===== src/rtl/flit_packetizer_pkg.sv =====
// Flit type tags shared between the packetizer and the downstream virtual
// channel decoder. Tag value 0 is left unused so an idle/cleared bus never
// decodes as a valid flit type.
package flit_packetizer_pkg;

    localparam int unsigned FLIT_ID_W = 2;

    localparam logic [FLIT_ID_W-1:0] HEADER_ID = 2'b01;
    localparam logic [FLIT_ID_W-1:0] BODY_ID   = 2'b10;
    localparam logic [FLIT_ID_W-1:0] TAIL_ID   = 2'b11;

endpackage


===== src/rtl/flit_packetizer.sv =====
// flit_packetizer: transmit end of a VC link. Accepts a packet request
// (header payload + payload length N) and a payload word stream, and writes
// a HEADER / BODY.. / TAIL flit sequence into a downstream VC FIFO, obeying
// its backpressure (rdy_i = ~full). N=0 packets are sent as HEADER then an
// empty TAIL flit.
//
// Ports:
//   clk_i, rst_i                 clock, synchronous active-high reset
//   pkt_vld_i/pkt_rdy_o          packet request handshake
//   pkt_hdr_i, pkt_len_i         header payload, payload flit count
//   body_vld_i/body_rdy_o        payload word handshake
//   body_data_i                  payload word
//   data_o, wr_en_o              flit and write strobe to downstream VC
//   rdy_i                        downstream VC not full
//   pkt_cnt_o, stall_cnt_o       (PKTZ_STATS_EN only) tails sent, stalled cycles
//
// Build option: define PKTZ_STATS_EN to add the statistics counters/ports.
module flit_packetizer
    import flit_packetizer_pkg::*;
#(
    parameter int unsigned DATA_W = 10,
    parameter int unsigned ID_W   = 2,
    parameter int unsigned LEN_W  = 4
) (
    input  logic                   clk_i,
    input  logic                   rst_i,
    input  logic                   pkt_vld_i,
    output logic                   pkt_rdy_o,
    input  logic [DATA_W-ID_W-1:0] pkt_hdr_i,
    input  logic [LEN_W-1:0]       pkt_len_i,
    input  logic                   body_vld_i,
    output logic                   body_rdy_o,
    input  logic [DATA_W-ID_W-1:0] body_data_i,
`ifdef PKTZ_STATS_EN
    output logic [15:0]            pkt_cnt_o,
    output logic [15:0]            stall_cnt_o,
`endif
    output logic [DATA_W-1:0]      data_o,
    output logic                   wr_en_o,
    input  logic                   rdy_i
);

    localparam int unsigned PAY_W = DATA_W - ID_W;

    localparam logic [1:0] ST_IDLE  = 2'd0;
    localparam logic [1:0] ST_HEAD  = 2'd1;
    localparam logic [1:0] ST_BODY  = 2'd2;
    localparam logic [1:0] ST_ETAIL = 2'd3;

    logic [1:0]       state_q, state_d;
    logic [PAY_W-1:0] hdr_q, hdr_d;
    logic [LEN_W-1:0] rem_q, rem_d;
    logic [ID_W-1:0]  tag;
    logic [PAY_W-1:0] payload;
    logic             wr;
    logic             last_body;

    assign last_body = (rem_q == LEN_W'(1));

    always_comb begin
        state_d    = state_q;
        hdr_d      = hdr_q;
        rem_d      = rem_q;
        pkt_rdy_o  = 1'b0;
        body_rdy_o = 1'b0;
        wr         = 1'b0;
        tag        = '0;
        payload    = '0;
        unique case (state_q)
            ST_IDLE: begin
                pkt_rdy_o = 1'b1;
                if (pkt_vld_i) begin
                    hdr_d   = pkt_hdr_i;
                    rem_d   = pkt_len_i;
                    state_d = ST_HEAD;
                end
            end
            ST_HEAD: begin
                tag     = ID_W'(HEADER_ID);
                payload = hdr_q;
                wr      = rdy_i & ~rst_i;
                if (wr) begin
                    state_d = (rem_q != '0) ? ST_BODY : ST_ETAIL;
                end
            end
            ST_BODY: begin
                tag        = last_body ? ID_W'(TAIL_ID) : ID_W'(BODY_ID);
                payload    = body_data_i;
                body_rdy_o = rdy_i & ~rst_i;
                wr         = body_vld_i & rdy_i & ~rst_i;
                if (wr) begin
                    rem_d = rem_q - LEN_W'(1);
                    if (last_body) begin
                        state_d = ST_IDLE;
                    end
                end
            end
            ST_ETAIL: begin
                // Empty tail closes a zero-length packet; body stream is left alone.
                tag = ID_W'(TAIL_ID);
                wr  = rdy_i & ~rst_i;
                if (wr) begin
                    state_d = ST_IDLE;
                end
            end
            default: state_d = ST_IDLE;
        endcase
    end

    assign wr_en_o = wr;
    assign data_o  = {tag, payload};

    always_ff @(posedge clk_i) begin
        if (rst_i) begin
            state_q <= ST_IDLE;
            hdr_q   <= '0;
            rem_q   <= '0;
        end else begin
            state_q <= state_d;
            hdr_q   <= hdr_d;
            rem_q   <= rem_d;
        end
    end

`ifdef PKTZ_STATS_EN
    logic        tail_sent;
    logic        stalled;
    logic [15:0] pkt_cnt_q;
    logic [15:0] stall_cnt_q;

    assign tail_sent = wr & ((state_q == ST_ETAIL) | ((state_q == ST_BODY) & last_body));
    // A stall is a cycle where a flit is ready to go but the VC is full.
    assign stalled   = ~rdy_i & ((state_q == ST_HEAD) | (state_q == ST_ETAIL) |
                                 ((state_q == ST_BODY) & body_vld_i));

    always_ff @(posedge clk_i) begin
        if (rst_i) begin
            pkt_cnt_q   <= '0;
            stall_cnt_q <= '0;
        end else begin
            if (tail_sent) pkt_cnt_q <= pkt_cnt_q + 16'd1;
            if (stalled) stall_cnt_q <= stall_cnt_q + 16'd1;
        end
    end

    assign pkt_cnt_o   = pkt_cnt_q;
    assign stall_cnt_o = stall_cnt_q;
`else
    // Statistics disabled: no counters or ports.
`endif

endmodule


===== config.mk =====
export PLATFORM = sky130hd
export DESIGN_NAME = flit_packetizer
export DESIGN_NICKNAME = d
export VERILOG_FILES = /design/src/rtl/flit_packetizer_pkg.sv /design/src/rtl/flit_packetizer.sv
export SDC_FILE = /design/constraint.sdc
export NUM_CORES = 1
export LEC_CHECK = 0
export ABC_AREA = 1
export CAP_MARGIN = 40
export CORE_MARGIN = 2
export CORE_UTILIZATION = 25
export CTS_CLUSTER_SIZE = 12
export DETAILED_ROUTE_END_ITERATION = 10
export SLEW_MARGIN = 10
export SYNTH_ARGS = -nofsm -noshare
export SYNTH_HDL_FRONTEND = slang
export SYNTH_SLANG_ARGS = --single-unit

===== constraint.sdc =====
create_clock -name clk_i -period 1.7 [get_ports clk_i]
set_clock_uncertainty 0.15 [all_clocks]
set_input_delay 0.34 -clock clk_i [delete_from_list [all_inputs] [get_ports clk_i]]
set_output_delay 0.34 -clock clk_i [all_outputs]
set_load 0.005 [all_outputs]

# ---- Word level (Yosys, flattened, before mapping)
# Index checks and enable logic that the tools add are counted.
# Widths: inputs -> output; s select.
dict set report op_classes {
  eq_ne 9
  n_bitwise 4
  mux 16
  addsub 1
  reduce_logical 7
}
# op count
set ops {}
lappend ops {{$pmux 8 s2} 1}
lappend ops {{$mux 2} 5}
lappend ops {{$ne 2x2->1 const B} 5}
lappend ops {{$mux 4} 2}
lappend ops {{$pmux 2 s4} 1}
lappend ops {{$pmux 4 s2} 1}
lappend ops {{$pmux 2 s3} 1}
lappend ops {{$reduce_and 5->1} 1}
lappend ops {{$eq 2x2->1 const B} 2}
lappend ops {{$eq 4x1->1 const B} 1}
lappend ops {{$mux 1} 4}
lappend ops {{$reduce_bool 4->1} 1}
lappend ops {{$sub 4x1->4 const B} 1}
lappend ops {{$and 1x1->1} 3}
lappend ops {{$reduce_and 3->1} 1}
lappend ops {{$eq 2x1->1 const B} 1}
lappend ops {{$logic_not 2->1} 1}
lappend ops {{$pmux 1 s2} 1}
lappend ops {{$reduce_and 2->1} 1}
lappend ops {{$reduce_bool 2->1} 1}
lappend ops {{$reduce_or 2->1} 1}
lappend ops {{$not 1->1} 1}
dict set report word_totals {
  input_bits 25
  ff_bits 14
  elab_cells 40
}

# ---- Depth between registers and ports, before layout
dict set report logic_depth {
  depth_word 4
  depth_mapped 10
  ltp_nobuf 10
}

# ---- Worst setup path before layout
# Ideal clock, no wire load.
dict set report synth_path {
  path_kind {reg-to-output}
  from {register state_q[0]}
  to {output data_o[8]}
  required_ns 1.210
  n_path_buf 1
  path_stages_with_launch 8
  path_slack_ns 0.084
  t_arrival_ns 1.126
  path_cell_list {dfxtp_1 -> inv_1 -> ha_1 -> buf_4 -> inv_1 -> nand2_1 -> nand2_1 -> o21ai_0}
}
dict set report synth_between {
  elab_chain_cells 2
  word_cells_on_any_way 4
}
# element line
set synth_lines {}
lappend synth_lines {{start: declaration} flit_packetizer.sv:50} ;# logic [1:0] state_q, state_d;
lappend synth_lines {{start signal: assignment} flit_packetizer.sv:119} ;# state_q <= state_d;
lappend synth_lines {{$eq 2x2->1 or $eq 2x1->1 (tied branches)} flit_packetizer.sv:69} ;# unique case (state_q)
lappend synth_lines {{$pmux 2 s3 (*)} flit_packetizer.sv:69}
lappend synth_lines {{end: declaration} flit_packetizer.sv:38} ;# output logic [DATA_W-1:0] data_o,
# Every way passes the cells marked *; elsewhere a longest branch is shown, timed or not.

# ---- Worst setup path after layout
dict set report layout_path {
  from {register state_q[1]}
  to {output data_o[1]}
}
dict set report layout_between {
  elab_chain_cells 2
  word_cells_on_any_way 3
}
# element line
set layout_lines {}
lappend layout_lines {{$eq 2x2->1 or $eq 2x1->1 (tied branches)} flit_packetizer.sv:69}
lappend layout_lines {{$pmux 8 s2 (*)} flit_packetizer.sv:69}
# Marks and branches as above.

==> run_results.csv <==
group,metric,value,unit
yosys,syn_nets,186,
layout,final_util,0.490,
worst_setup_path,cp.arrival,1.34,ns
worst_setup_path,startpoint_type,"flip-flop",
layout,fin_cells,267,
yosys,syn_area_per_cell,6.35,um^2
timing,setup_violations,12,
floorplan,initial_core_util,0.262,
outcome,failed_checks,"setup timing",
global_route,overflow,0,
global_route,grt_pass1_wl,4850,um
placed_design,dpl_worst_slack,-0.513,ns
pwr,powerDensity,1350,nW/um^2
clocking,clkTransAtPathRegs,0.06,ns
global_route,grt_max_degree,15,
yosys,syn_inst,152,
timing,hold_viol_final,0,
clocking,clockBufferDepth,2,
floorplan,rows,22,
yosys,syn-cell-area,965,um^2
global_route,grt_pass1_vias,1146,
floorplan,die_w,66.1,um
timing,worst_slew_pin_slew,0.263,ns
floorplan,die_area,4370,um^2
worst_setup_path,crit_type,"flip-flop to output port",
worst_setup_path,ff2ff_path_depth,10,
timing,min_period_over_period,1.08,
layout,drive_gt1_frac,0.429,
worst_hold_path,hold_path_class,"primary input to flip-flop",
floorplan,core_area,3690,um^2
worst_setup_path,timing.rr.start,"state_q[0]",
layout,diodes,0,
worst_setup_path,rr_endpoint,"state_q[0]",
timing,worst_slack,-0.130,ns
worst_hold_path,min_to,"rem_q[3]",
global_route,track_usage,0.143,
drt,ant_nets,0,
timing,fin_setup_tns,-1.25,ns
timing,final-max-slew-violation-count,0,
worst_hold_path,holdCritStartpoint,"rst_i",
floorplan,io_pins,38,
drt,drt_iter0_drc,26,
yosys,synth_top_area_frac,0.291,
drt,wl_per_cell,11.0,um
worst_setup_path,reg2reg_slack,0.01,ns
worst_setup_path,path_max_fanout,5,
timing,rsz0062_at_grt,"yes",
floorplan,die_h,66.1,um
drt,drcViolationCount,0,
placed_design,gp_congestion,0.767,
placed_design,io_buffers,37,
pwr,cellLeakagePower,0.000814,uW
clocking,cts.sink_count,14,
timing,relSlewSlack,0.825,
run,drv_cap,0,
placed_design,place_inst,254,
global_route,antenna_found_initial,0,
worst_setup_path,endpoint_kind,"output port",
clocking,tritoncts,"built",
layout,synthToLayoutAreaGrowth,87.4,%
clocking,cts-root-buf,"clkbuf_8",
yosys,synthTopCellsByArea,"dfxtp_1 (29%), nand2_1 (16%), ha_1 (12%), nor2_1 (12%), o21ai_0 (7.3%)",
timing,layout_min_cycle_time,1.83,ns
worst_setup_path,worstPathRequired,1.21,ns
pwr,irDropWorstVdd,615,uV
worst_hold_path,min_path_cells,2,
drt,first_pass_iters,4,
clocking,cts_hold_buf,0,
yosys,synth.distinct_cells,19,
yosys,ys_seq_area_frac,0.291,
yosys,yosysWarnings,0,
layout,layout.nets,255,
clocking,numCtsBuffers,3,
clocking,worstSkewPairLatency,0.24,ns
outcome,status,"finished, violations left",
placed_design,hpwl,2110,um
clocking,cts_max_level,1,
drt,routed_wl,2930,um
timing,fmax,0.547,GHz
drt,dr_total_vias,1154,
drt,via_per_inst,4.32,
yosys,ys_ff_latch,14,
yosys,synth_top_area_cell,"dfxtp_1",
## synthesized netlist by cell type
cell	n
nand2_1	40
nor2_1	30
inv_1	15
dfxtp_1	14
o21ai_0	14
a21oi_1	13
ha_1	9
nor2_2	4
buf_4	2
nand3_1	2
a21oi_2	1
a311oi_1	1
buf_2	1
buf_6	1
inv_2	1
nand2_2	1
nand3b_1	1
nor2_4	1
o21ai_1	1
## layout by cell type, fill, tap and decap left out, drive strengths merged
cell | netlist | layout
dfxtp | 14 | 14
clkbuf | 0 | 3
nand2 | 41 | 41
nor2 | 35 | 35
inv | 16 | 16
dlygate4sd2 | 0 | 2
ha | 9 | 9
nand3 | 2 | 2
nand3b | 1 | 1
buf | 4 | 44
clkdlybuf4s50 | 0 | 22
a311oi | 1 | 1
a21oi | 14 | 14
o21ai | 15 | 15
## worst max path at each step
stage / from / to / slack [ns]
global placement: rst_i / wr_en_o / -0.51
detailed placement: rst_i / wr_en_o / -0.51
CTS: state_q[0] / wr_en_o / -0.12
finish: state_q[1] / data_o[1] / -0.13
global route: state_q[1] / data_o[7] / -0.18
floorplan: state_q[0] / data_o[8] / 0.08
## worst max-delay path: stages, from the launching register on
cell and delay (ns):
dfxtp_4 0.41, buf_6 0.12, ha_4 0.15, buf_12 0.12, nand2_4 0.04, a21oi_2 0.12
buf_2 0.12
## per-layer routing
layer | vias to the layer above | global-route usage | share of wire
li1 | 613 | - | -
met1 | 512 | 0.166 | 0.42
met2 | 25 | 0.264 | 0.52
met3 | 4 | 0.0392 | 0.048
met4 | 0 | 0.0230 | 0.012
met5 | - | 0 | 0
## kinds of logic after synthesis
family                   synth area share
adder cells (fa/ha/maj)             0.117
AO/OA/AOI/OAI                       0.163
buffers and inverters              0.0947
AND/OR/NAND/NOR                     0.335
flip-flops                          0.291
## layout make-up
cell class	count	area, um^2
clock buffer	3	41.3
fill	394	1880
inverter	16	77.6
multi-input combinational	118	763
sequential	14	288
tap	48	60.1
timing repair buffer	68	578
## power by group
part           leakage [uW]  total, uW  internal, uW  switching [uW]
registers          0.000117        544           449            95.6
logic              0.000675       1630           799             833
clock network     0.0000216        268           157             111
total              0.000814       2440          1400            1040
## state kept, by name, indices dropped and copies added (netlist names)
signal   cells
state_q      2
hdr_q        8
rem_q        4
## per-stage QoR
step,total power [uW],hold slack (ns),instance area (um^2)
floorplan,1200,0.252,965
finish,2440,0.284,1810
global placement,1760,0.313,1520
CTS,2360,0.277,1750
global route,2660,0.290,1810
detailed placement,1760,0.321,1520
## repair_timing
item,CTS,global route
pin swaps,8,15
endpoints found under the hold margin,0,0
resized for setup,100,24
endpoints found under the setup margin,18,16
buffers inserted,9,1
Power figures use the tool's default switching activity.
